$ cat config.mk
export PLATFORM = sky130hd
export DESIGN_NAME = fifo_prog_flat
export DESIGN_NICKNAME = d
export VERILOG_FILES = /design/src/rtl/fifo_pkg.sv /design/src/rtl/fifo_if.sv /design/src/rtl/fifo_mem.sv /design/src/rtl/fifo_prog.sv /design/src/flat_wrapper.sv
export SDC_FILE = /design/constraint.sdc
export NUM_CORES = 1
export LEC_CHECK = 0
export CAP_MARGIN = 20
export CORE_ASPECT_RATIO = 1.2
export CORE_UTILIZATION = 50
export DETAILED_ROUTE_END_ITERATION = 7
export HOLD_SLACK_MARGIN = 0.03
export PLACE_DENSITY = 0.81
export RECOVER_POWER = 50
export SYNTH_ARGS = -nofsm -noshare
export SYNTH_HDL_FRONTEND = slang
export SYNTH_SLANG_ARGS = --single-unit
$ cat constraint.sdc
create_clock -name clk -period 7.23 [get_ports clk]
set_input_delay 1.446 -clock clk [delete_from_list [all_inputs] [get_ports clk]]
set_output_delay 1.446 -clock clk [all_outputs]
set_load 0.02 [all_outputs]
$ cat src/rtl/fifo_pkg.sv
// Shared constants, flag bundle and width helper for the programmable FIFO family.
package fifo_pkg;

  localparam int unsigned FIFO_DATA_WIDTH = 16;
  localparam int unsigned FIFO_DEPTH      = 8;

  // Occupancy status decoded from the count every cycle
  typedef struct packed {
    logic full;
    logic empty;
    logic almostfull;
    logic almostempty;
  } fifo_flags_t;

  // Count must represent 0..DEPTH inclusive, hence one bit above the pointer width
  function automatic int unsigned count_w(input int unsigned depth);
    return 32'($clog2(depth)) + 32'd1;
  endfunction

endpackage

$ cat src/rtl/fifo_if.sv
// Handshake and status bundle between a FIFO and its producer/consumer.
interface fifo_if
  import fifo_pkg::*;
#(
  parameter int unsigned DATA_WIDTH = FIFO_DATA_WIDTH,
  parameter int unsigned DEPTH      = FIFO_DEPTH
);
  localparam int unsigned CW = count_w(DEPTH);

  logic                  flush;
  logic                  wr_en;
  logic [DATA_WIDTH-1:0] data_in;
  logic                  rd_en;
  logic [DATA_WIDTH-1:0] data_out;
  logic                  wr_ack;
  logic                  overflow;
  logic                  underflow;
  logic                  full;
  logic                  empty;
  logic                  almostfull;
  logic                  almostempty;
  logic [CW-1:0]         count;

  modport master (
    output flush, wr_en, data_in, rd_en,
    input  data_out, wr_ack, overflow, underflow,
    input  full, empty, almostfull, almostempty, count
  );

  modport slave (
    input  flush, wr_en, data_in, rd_en,
    output data_out, wr_ack, overflow, underflow,
    output full, empty, almostfull, almostempty, count
  );
endinterface

$ cat src/rtl/fifo_mem.sv
// Simple dual-port storage: synchronous write, asynchronous read, no reset.
module fifo_mem #(
  parameter int unsigned DATA_WIDTH = 16,
  parameter int unsigned DEPTH      = 8,
  localparam int unsigned AW        = 32'($clog2(DEPTH))
) (
  input  logic                  clk,
  input  logic                  we_i,
  input  logic [AW-1:0]         waddr_i,
  input  logic [DATA_WIDTH-1:0] wdata_i,
  input  logic [AW-1:0]         raddr_i,
  output logic [DATA_WIDTH-1:0] rdata_o
);

  logic [DATA_WIDTH-1:0] mem_q [DEPTH];

  always_ff @(posedge clk) begin
    if (we_i) begin
      mem_q[waddr_i] <= wdata_i;
    end
  end

  assign rdata_o = mem_q[raddr_i];

endmodule

$ cat src/rtl/fifo_prog.sv
// Parametrised synchronous FIFO with programmable thresholds, flush and optional FWFT read.
module fifo_prog
  import fifo_pkg::*;
#(
  parameter int unsigned DATA_WIDTH = FIFO_DATA_WIDTH,
  parameter int unsigned DEPTH      = FIFO_DEPTH,
  parameter int unsigned AF_THRESH  = DEPTH - 1,
  parameter int unsigned AE_THRESH  = 1,
  parameter int unsigned FWFT       = 0
) (
  input  logic  clk,
  input  logic  rst_n,
  fifo_if.slave bus
);

  localparam int unsigned AW = 32'($clog2(DEPTH));
  localparam int unsigned CW = count_w(DEPTH);

  // Reject illegal configurations at elaboration
  if (DEPTH < 4 || (DEPTH & (DEPTH - 1)) != 0) begin : g_bad_depth
    $fatal(1, "fifo_prog: DEPTH must be a power of two and at least 4");
  end
  if (AE_THRESH < 1 || AE_THRESH >= AF_THRESH || AF_THRESH > DEPTH - 1) begin : g_bad_thresh
    $fatal(1, "fifo_prog: thresholds must satisfy 1 <= AE_THRESH < AF_THRESH <= DEPTH-1");
  end

  logic [AW-1:0]         wr_ptr_q, wr_ptr_d;
  logic [AW-1:0]         rd_ptr_q, rd_ptr_d;
  logic [CW-1:0]         count_q, count_d;
  logic                  wr_ack_q, wr_ack_d;
  logic                  overflow_q, overflow_d;
  logic                  underflow_q, underflow_d;
  logic                  wr_acc, rd_acc;
  logic [DATA_WIDTH-1:0] rd_data;
  fifo_flags_t           flags;

  // Status flags are pure decodes of the current occupancy
  always_comb begin
    flags             = '0;
    flags.full        = (count_q == CW'(DEPTH));
    flags.empty       = (count_q == '0);
    flags.almostfull  = (count_q >= CW'(AF_THRESH));
    flags.almostempty = (count_q <= CW'(AE_THRESH));
  end

  // Acceptance is judged against pre-edge flags; flush overrides both requests
  always_comb begin
    wr_acc      = bus.wr_en && !flags.full  && !bus.flush;
    rd_acc      = bus.rd_en && !flags.empty && !bus.flush;
    wr_ptr_d    = wr_ptr_q;
    rd_ptr_d    = rd_ptr_q;
    count_d     = count_q;
    wr_ack_d    = wr_acc;
    overflow_d  = bus.wr_en && flags.full  && !bus.flush;
    underflow_d = bus.rd_en && flags.empty && !bus.flush;

    if (wr_acc) begin
      wr_ptr_d = wr_ptr_q + AW'(1);
    end
    if (rd_acc) begin
      rd_ptr_d = rd_ptr_q + AW'(1);
    end
    unique case ({wr_acc, rd_acc})
      2'b10:   count_d = count_q + CW'(1);
      2'b01:   count_d = count_q - CW'(1);
      default: count_d = count_q;
    endcase

    if (bus.flush) begin
      wr_ptr_d = '0;
      rd_ptr_d = '0;
      count_d  = '0;
    end
  end

  always_ff @(posedge clk or negedge rst_n) begin
    if (!rst_n) begin
      wr_ptr_q    <= '0;
      rd_ptr_q    <= '0;
      count_q     <= '0;
      wr_ack_q    <= 1'b0;
      overflow_q  <= 1'b0;
      underflow_q <= 1'b0;
    end else begin
      wr_ptr_q    <= wr_ptr_d;
      rd_ptr_q    <= rd_ptr_d;
      count_q     <= count_d;
      wr_ack_q    <= wr_ack_d;
      overflow_q  <= overflow_d;
      underflow_q <= underflow_d;
    end
  end

  fifo_mem #(
    .DATA_WIDTH (DATA_WIDTH),
    .DEPTH      (DEPTH)
  ) u_mem (
    .clk     (clk),
    .we_i    (wr_acc),
    .waddr_i (wr_ptr_q),
    .wdata_i (bus.data_in),
    .raddr_i (rd_ptr_q),
    .rdata_o (rd_data)
  );

  // FWFT presents the head directly; registered mode captures it on each pop
  if (FWFT != 0) begin : g_fwft
    assign bus.data_out = flags.empty ? '0 : rd_data;
  end else begin : g_reg_read
    logic [DATA_WIDTH-1:0] data_out_q, data_out_d;

    always_comb begin
      data_out_d = data_out_q;
      if (rd_acc) begin
        data_out_d = rd_data;
      end
    end

    always_ff @(posedge clk or negedge rst_n) begin
      if (!rst_n) begin
        data_out_q <= '0;
      end else begin
        data_out_q <= data_out_d;
      end
    end

    assign bus.data_out = data_out_q;
  end

  assign bus.wr_ack      = wr_ack_q;
  assign bus.overflow    = overflow_q;
  assign bus.underflow   = underflow_q;
  assign bus.count       = count_q;
  assign bus.full        = flags.full;
  assign bus.empty       = flags.empty;
  assign bus.almostfull  = flags.almostfull;
  assign bus.almostempty = flags.almostempty;

endmodule

$ cat src/flat_wrapper.sv
// flat-port wrapper written by rule: the top's interface ports become plain ports
module fifo_prog_flat import fifo_pkg::*;
#(
  parameter int unsigned DATA_WIDTH = FIFO_DATA_WIDTH,
  parameter int unsigned DEPTH      = FIFO_DEPTH,
  parameter int unsigned AF_THRESH  = DEPTH - 1,
  parameter int unsigned AE_THRESH  = 1,
  parameter int unsigned FWFT       = 0
)
  (clk, rst_n, bus_flush, bus_wr_en, bus_data_in, bus_rd_en, bus_data_out, bus_wr_ack, bus_overflow, bus_underflow, bus_full, bus_empty, bus_almostfull, bus_almostempty, bus_count);
  fifo_if #(.DATA_WIDTH(DATA_WIDTH), .DEPTH(DEPTH)) bus_i ();
  input  logic clk;
  input  logic rst_n;
  input wire logic [$bits(bus_i.flush)-1:0] bus_flush;
  input wire logic [$bits(bus_i.wr_en)-1:0] bus_wr_en;
  input wire logic [$bits(bus_i.data_in)-1:0] bus_data_in;
  input wire logic [$bits(bus_i.rd_en)-1:0] bus_rd_en;
  output wire logic [$bits(bus_i.data_out)-1:0] bus_data_out;
  output wire logic [$bits(bus_i.wr_ack)-1:0] bus_wr_ack;
  output wire logic [$bits(bus_i.overflow)-1:0] bus_overflow;
  output wire logic [$bits(bus_i.underflow)-1:0] bus_underflow;
  output wire logic [$bits(bus_i.full)-1:0] bus_full;
  output wire logic [$bits(bus_i.empty)-1:0] bus_empty;
  output wire logic [$bits(bus_i.almostfull)-1:0] bus_almostfull;
  output wire logic [$bits(bus_i.almostempty)-1:0] bus_almostempty;
  output wire logic [$bits(bus_i.count)-1:0] bus_count;
  assign bus_i.flush = bus_flush;
  assign bus_i.wr_en = bus_wr_en;
  assign bus_i.data_in = bus_data_in;
  assign bus_i.rd_en = bus_rd_en;
  assign bus_data_out = bus_i.data_out;
  assign bus_wr_ack = bus_i.wr_ack;
  assign bus_overflow = bus_i.overflow;
  assign bus_underflow = bus_i.underflow;
  assign bus_full = bus_i.full;
  assign bus_empty = bus_i.empty;
  assign bus_almostfull = bus_i.almostfull;
  assign bus_almostempty = bus_i.almostempty;
  assign bus_count = bus_i.count;
  fifo_prog #(.DATA_WIDTH(DATA_WIDTH), .DEPTH(DEPTH), .AF_THRESH(AF_THRESH), .AE_THRESH(AE_THRESH), .FWFT(FWFT)) u_core (.clk(clk), .rst_n(rst_n), .bus(bus_i));
endmodule
==> flow_summary.ini, run 1 <==
[timing]
tightest_slew_ps = 1690
setup_tns_ps = 0
period_share_pct = 53.8
final-hold-violation-count = 0
whs_ps = 470
setup_viol = 0
drv_slew = 30
timing.fmax_ghz = 0.257
rsz0062_at_grt = false
min_period_ps = 3890
clock-skew-final_ps = 6.86
slew_headroom_pct = -12.9

[die]
die_w_um = 104
core_area_mm2 = 0.0121
initial_core_util_pct = 51.4
dieArea_mm2 = 0.0129
die_h_um = 124
pin_count = 48
rows = 44

[power_and_ir_drop]
comb_power_share_pct = 21.2
power.total_mw = 2.51
switchingPower_mw = 0.664
clockPowerShare_pct = 33.7
netSwitchingFraction_pct = 26.5
internal_power_mw = 1.84
p_leak_nw = 2.55
irDropWorstVdd_uv = 163
power.density_mw_per_mm2 = 336
sequentialPowerShare_pct = 45.1

[synth]
synthesis.area_mm2 = 0.00622
synth_edf_count = 128
syn_nets = 366
syn_area_per_cell_um2 = 18.3
synthArstFlopShare_pct = 18.5
yosysTopAreaCell = edfxtp_1
yosysSeqAreaShare_pct = 73.5
synthFlopType = edfxtp_1
synth_top_area_share_pct = 61.8
ys_ff_latch = 157
synth.area.top_cells = edfxtp_1 (62%), dfrtp_1 (12%), mux4_2 (12%)
yosys.cell_types.count = 40
yosys_warnings = 0
synth_cells = 340

[clock_network]
cts_root_buf = clkbuf_16
cts_hold_buf = 0
cts.sinks = 157
htreeDepth = 4
path_clk_slew_ps = 60
clk_latency_ps = 420
cts_made_buffers = 17
max-clock-path-buffers = 2
cts_tree = built
cts_resized = 0
postCtsSetupBuffers = 0

[detailed_routing]
drtIter0Drc = 161
drt_pass1_iterations = 4
via_per_inst = 5.68
wire_per_inst_um = 20.8
detail-route-antenna-nets = 0
routed_wirelength_mm = 11.9
vias = 3251
drc = 0

[setup_path]
worstPathCellList = inv_1 > ha_1 > or3b_1 > clkinv_4 > clkdlybuf4s50_1
required_ps = 5780
r2r-end = u_core.u_mem.mem_q[4][7]
cp-end-kind = output pin
crit_slowest_cell = clkdlybuf4s50_1
timing.rr.start = u_core.bus.count[0]
criticalPathCategory = reg -> out
r2r_setup_slack_ps = 4570
crit_path_max_incr_delay_ps = 590
path_buf_inv = 3
reg2regPathDepth = 7
crit_fanout = 7
cpLargestDelayFamily = buffers and inverters
cp-start-kind = register
cp.arrival_ps = 2440

[hold_path]
hp-class = reg -> reg
hold-path-endpoint = u_core.bus.data_out[15]
whs_path_depth = 2
hp-start = u_core.bus.data_out[15]

[finish]
fin_area_mm2 = 0.00746
ff_latch_area_mm2 = 0.00457
fillerInstances = 859
syn_to_final_growth_pct = 19.9
layout_common_cells = edfxtp_1 (128), mux4_2 (32), dfrtp_1 (27)
antenna_cells = 0
final_common_cell = edfxtp_1
multi_input_area_mm2 = 0.00153
layout.nets = 424
drive_gt1_share_pct = 18.5

[outcome]
outcome = complete, but fails checks
failed_checks = max-capacitance violations, max-slew violations

[grt]
grt_pass1_vias = 3444
grt_max_degree = 35
grt_pass1_wl_mm = 18.6
antenna_found_initial = 0
gr-total-overflow = 0
track_usage_pct = 20.3

[placement]
place.port_buffers = 47
placed_cell_area_mm2 = 0.00688
hpwl_mm = 7.15
gp_congestion = 0.796

[run]
cap_viol_max_count = 1
==> stage by stage <==
stage | setup slack, ps | utilization, % | std cells
floorplan | 3700 | - | 340
global placement | 3210 | 56.8 | 539
detailed placement | 3200 | 56.8 | 539
CTS | 3330 | 61.5 | 571
global route | 3220 | 61.6 | 572
finish | 3340 | 61.6 | 572
==> worst max-delay path by stage <==
stage,startpoint,end,slack (ps),cells past startpoint
after detailed placement,bus_flush,u_core.bus.count[3],3200,5
after floorplan,bus_flush,u_core.u_mem.mem_q[0][0],3700,3
after global routing,u_core.bus.count[0],bus_empty,3220,5
after global placement,bus_flush,u_core.bus.count[3],3210,5
final,u_core.bus.count[0],bus_empty,3340,5
after CTS,u_core.bus.count[0],bus_empty,3330,5
==> kinds of logic (layout without fill, tap and decap cells) <==
| family | Yosys count | count (layout) | share of synthesized area [%] |
|---|---|---|---|
| simple gates | 66 | 66 | 5.15 |
| flops | 157 | 157 | 73.5 |
| xor+xnor | 4 | 4 | 0.563 |
| mux | 49 | 49 | 14.3 |
| fa+ha+maj | 5 | 5 | 1.01 |
| buf+inv | 24 | 95 | 2.07 |
| compound gates | 35 | 35 | 3.44 |
==> flip-flops by register name, indices dropped and copies added (netlist names) <==
name	flops
u_core.u_mem.mem_q	128
u_core.bus.data_out	16
u_core.bus.count	4
u_core.rd_ptr_q	3
u_core.wr_ptr_q	3
u_core.bus.overflow	1
u_core.bus.underflow	1
u_core.bus.wr_ack	1
==> Yosys cell counts (2+ instances only) <==
library cell / n
buf_6: 2
nor3_1: 3
nand3b_1: 2
edfxtp_1: 128
nor3b_1: 2
ha_1: 5
nor2_1: 16
clkbuf_1: 6
clkbuf_2: 2
mux4_2: 32
buf_2: 7
o21ai_0: 17
o211ai_1: 2
nand2_1: 22
buf_4: 2
dfrtp_1: 29
nand3_1: 6
or3_1: 3
xor2_1: 4
nand2b_1: 6
a21oi_1: 6
inv_1: 4
mux2i_1: 17
==> worst min-delay path: stages (launching register included) <==
cell and delay [ps]:
dfrtp_1 330, nand2_1 40, o21ai_0 60
==> power by group through the flow <==
stage / sequential, mW / clock, mW / combinational [mW]
after global routing: 1.14 / 0.893 / 0.573
final: 1.13 / 0.844 / 0.532
after global placement: 1.15 / 0 / 0.521
after CTS: 1.13 / 0.859 / 0.540
after detailed placement: 1.15 / 0 / 0.534
after floorplan: 1.16 / 0 / 0.323
==> metal layers <==
metal	GRT usage [%]	share of wire, %
met5	0	0
met4	10.0	2.3
met3	5.44	5.1
met2	36.1	54
met1	22.9	39
==> layout make-up <==
class                           count  area share (%)
Sequential cell                   157            61.3
Multi-Input combinational cell    159            20.6
Timing Repair Buffer               58            7.47
Clock buffer                       26            6.85
Tap cell                          161            2.70
Clock inverter                      6           0.789
Inverter                            5           0.319
(Power assumes the default switching activity.)
==> run 2, diff against run 1 <==
Settings changed: PLACE_DENSITY 0.81 to 0.84.
Clock period 7.23 ns to 3.2 ns, I/O delays scaled along.
==> flow_summary.ini, run 2 (synthesized netlist as in run 1, its figures left out) <==
[outcome]
outcome = complete, but fails checks
failed_checks = max-capacitance violations, max-slew violations

[run]
cap_viol_max_count = 1

[detailed_routing]
vias = 3260
drc = 0
routed_wirelength_mm = 11.8
via_per_inst = 5.64
wire_per_inst_um = 20.5
drtIter0Drc = 217
drt_pass1_iterations = 4
detail-route-antenna-nets = 0

[clock_network]
htreeDepth = 4
cts.sinks = 157
cts_made_buffers = 17
cts_resized = 0
cts_root_buf = clkbuf_16
cts_tree = built
clk_latency_ps = 410
postCtsSetupBuffers = 0
max-clock-path-buffers = 2
cts_hold_buf = 0
path_clk_slew_ps = 60

[finish]
final_common_cell = edfxtp_1
antenna_cells = 0
layout.nets = 430
regMostFlops = u_core.u_mem.mem_q
syn_to_final_growth_pct = 20.0
fin_area_mm2 = 0.00747
largest_reg_flops = 128
layout_common_cells = edfxtp_1 (128), mux4_2 (32), dfrtp_1 (28)
fin_cells = 578
drive_gt1_share_pct = 19.4
fillerInstances = 843

[grt]
grt_max_degree = 35
grt_pass1_wl_mm = 18.7
antenna_found_initial = 0
track_usage_pct = 20.2
gr-total-overflow = 0
grt_pass1_vias = 3425

[power_and_ir_drop]
switchingPower_mw = 1.51
p_leak_nw = 2.57
power.total_mw = 5.56
netSwitchingFraction_pct = 27.1
sequentialPowerShare_pct = 45.4
irDropWorstVdd_uv = 437
internal_power_mw = 4.06
comb_power_share_pct = 22.5
clockPowerShare_pct = 32.2
power.density_mw_per_mm2 = 745

[timing]
setup_viol = 0
min_period_ps = 3070
tightest_slew_ps = 1690
drv_slew = 30
setup_tns_ps = 0
slew_headroom_pct = -12.4
clock-skew-final_ps = 9.81
timing.fmax_ghz = 0.326
period_share_pct = 95.9
final-hold-violation-count = 0
rsz0062_at_grt = false
postLayoutSetupSlackWorst_ps = 132

[die]
initial_core_util_pct = 51.4
die_h_um = 124
rows = 44
dieArea_mm2 = 0.0129
core_area_mm2 = 0.0121
die_w_um = 104
pin_count = 48

[hold_path]
whs_path_depth = 2
hold-path-endpoint = u_core.bus.data_out[15]
hp-start = u_core.bus.data_out[15]
hp-class = reg -> reg

[setup_path]
r2r-end = u_core.u_mem.mem_q[5][5]
criticalPathCategory = reg -> out
cp.arrival_ps = 2430
cp-end-kind = output pin
crit_fanout = 7
reg2regPathDepth = 8
cp-start-kind = register
r2r_setup_slack_ps = 870
required_ps = 2560
timing.rr.start = u_core.bus.count[0]

[placement]
placed_cell_area_mm2 = 0.00694
place.port_buffers = 47
dp_slack_ps = 564
gp_congestion = 0.886
hpwl_mm = 7.25
place_inst = 546
[run 2: cell count changes in the layout (fill, tap and decap cells not counted), sizes merged]
cell           change
clkbuf             -8
dlygate4sd3        -2
clkinv             +9
buf                +6
clkdlybuf4s50      +2
inv                -1
[run 2: routing by layer]
metal / wire, um / track usage (%) / share of wire, % / vias to the layer above
met1: 4420 / 23.3 / 37 / 1671
met2: 6570 / 36.6 / 55 / 117
met3: 631 / 4.55 / 5.3 / 14
met5: 0 / 0 / 0 / -
met4: 223 / 9.02 / 1.9 / 0
li1: - / - / - / 1458
[run 2: metrics by stage]
stage	hold WS, ps	util [%]
after floorplan	344	-
after global placement	462	57.3
after detailed placement	473	57.3
after CTS	486	61.7
after global routing	518	61.6
final	475	61.6
[run 2: worst max path at each step]
stage / depth (start not counted) / slack [ps] / start / to
after floorplan: 6 / 50 / u_core.bus.count[0] / u_core.u_mem.mem_q[0][0]
after global placement: 5 / 640 / u_core.bus.count[0] / bus_empty
final: 5 / 130 / u_core.bus.count[0] / bus_empty
after detailed placement: 5 / 560 / u_core.bus.count[0] / bus_empty
after CTS: 5 / 120 / u_core.bus.count[0] / bus_empty
after global routing: 5 / 10 / u_core.bus.count[0] / bus_empty
[run 2: area by class of cell]
| class | instances | area [um^2] | area share [%] |
|---|---|---|---|
| multi-input cells | 159 | 1530 | 20.5 |
| clock inverters | 14 | 101 | 1.36 |
| well taps | 161 | 201 | 2.70 |
| repair buffers | 64 | 607 | 8.13 |
| flip-flops and latches | 157 | 4570 | 61.2 |
| clock buffers | 18 | 429 | 5.75 |
| inverters | 5 | 23.8 | 0.318 |
[run 2: worst max-delay path, cell delays in order (launching register included)]
cell and delay [ps]:
dfrtp_1 440, inv_1 110, ha_1 250, or3b_1 520
clkinv_4 100, clkdlybuf4s50_1 600
[run 2: power groups by stage]
stage	sequential, mW	clock (mW)	combinational (mW)
finish	2.52	1.79	1.25
global route	2.55	1.91	1.35
CTS	2.53	1.82	1.27
detailed placement	2.57	0	1.26
global placement	2.56	0	1.22
floorplan	2.62	0	0.730
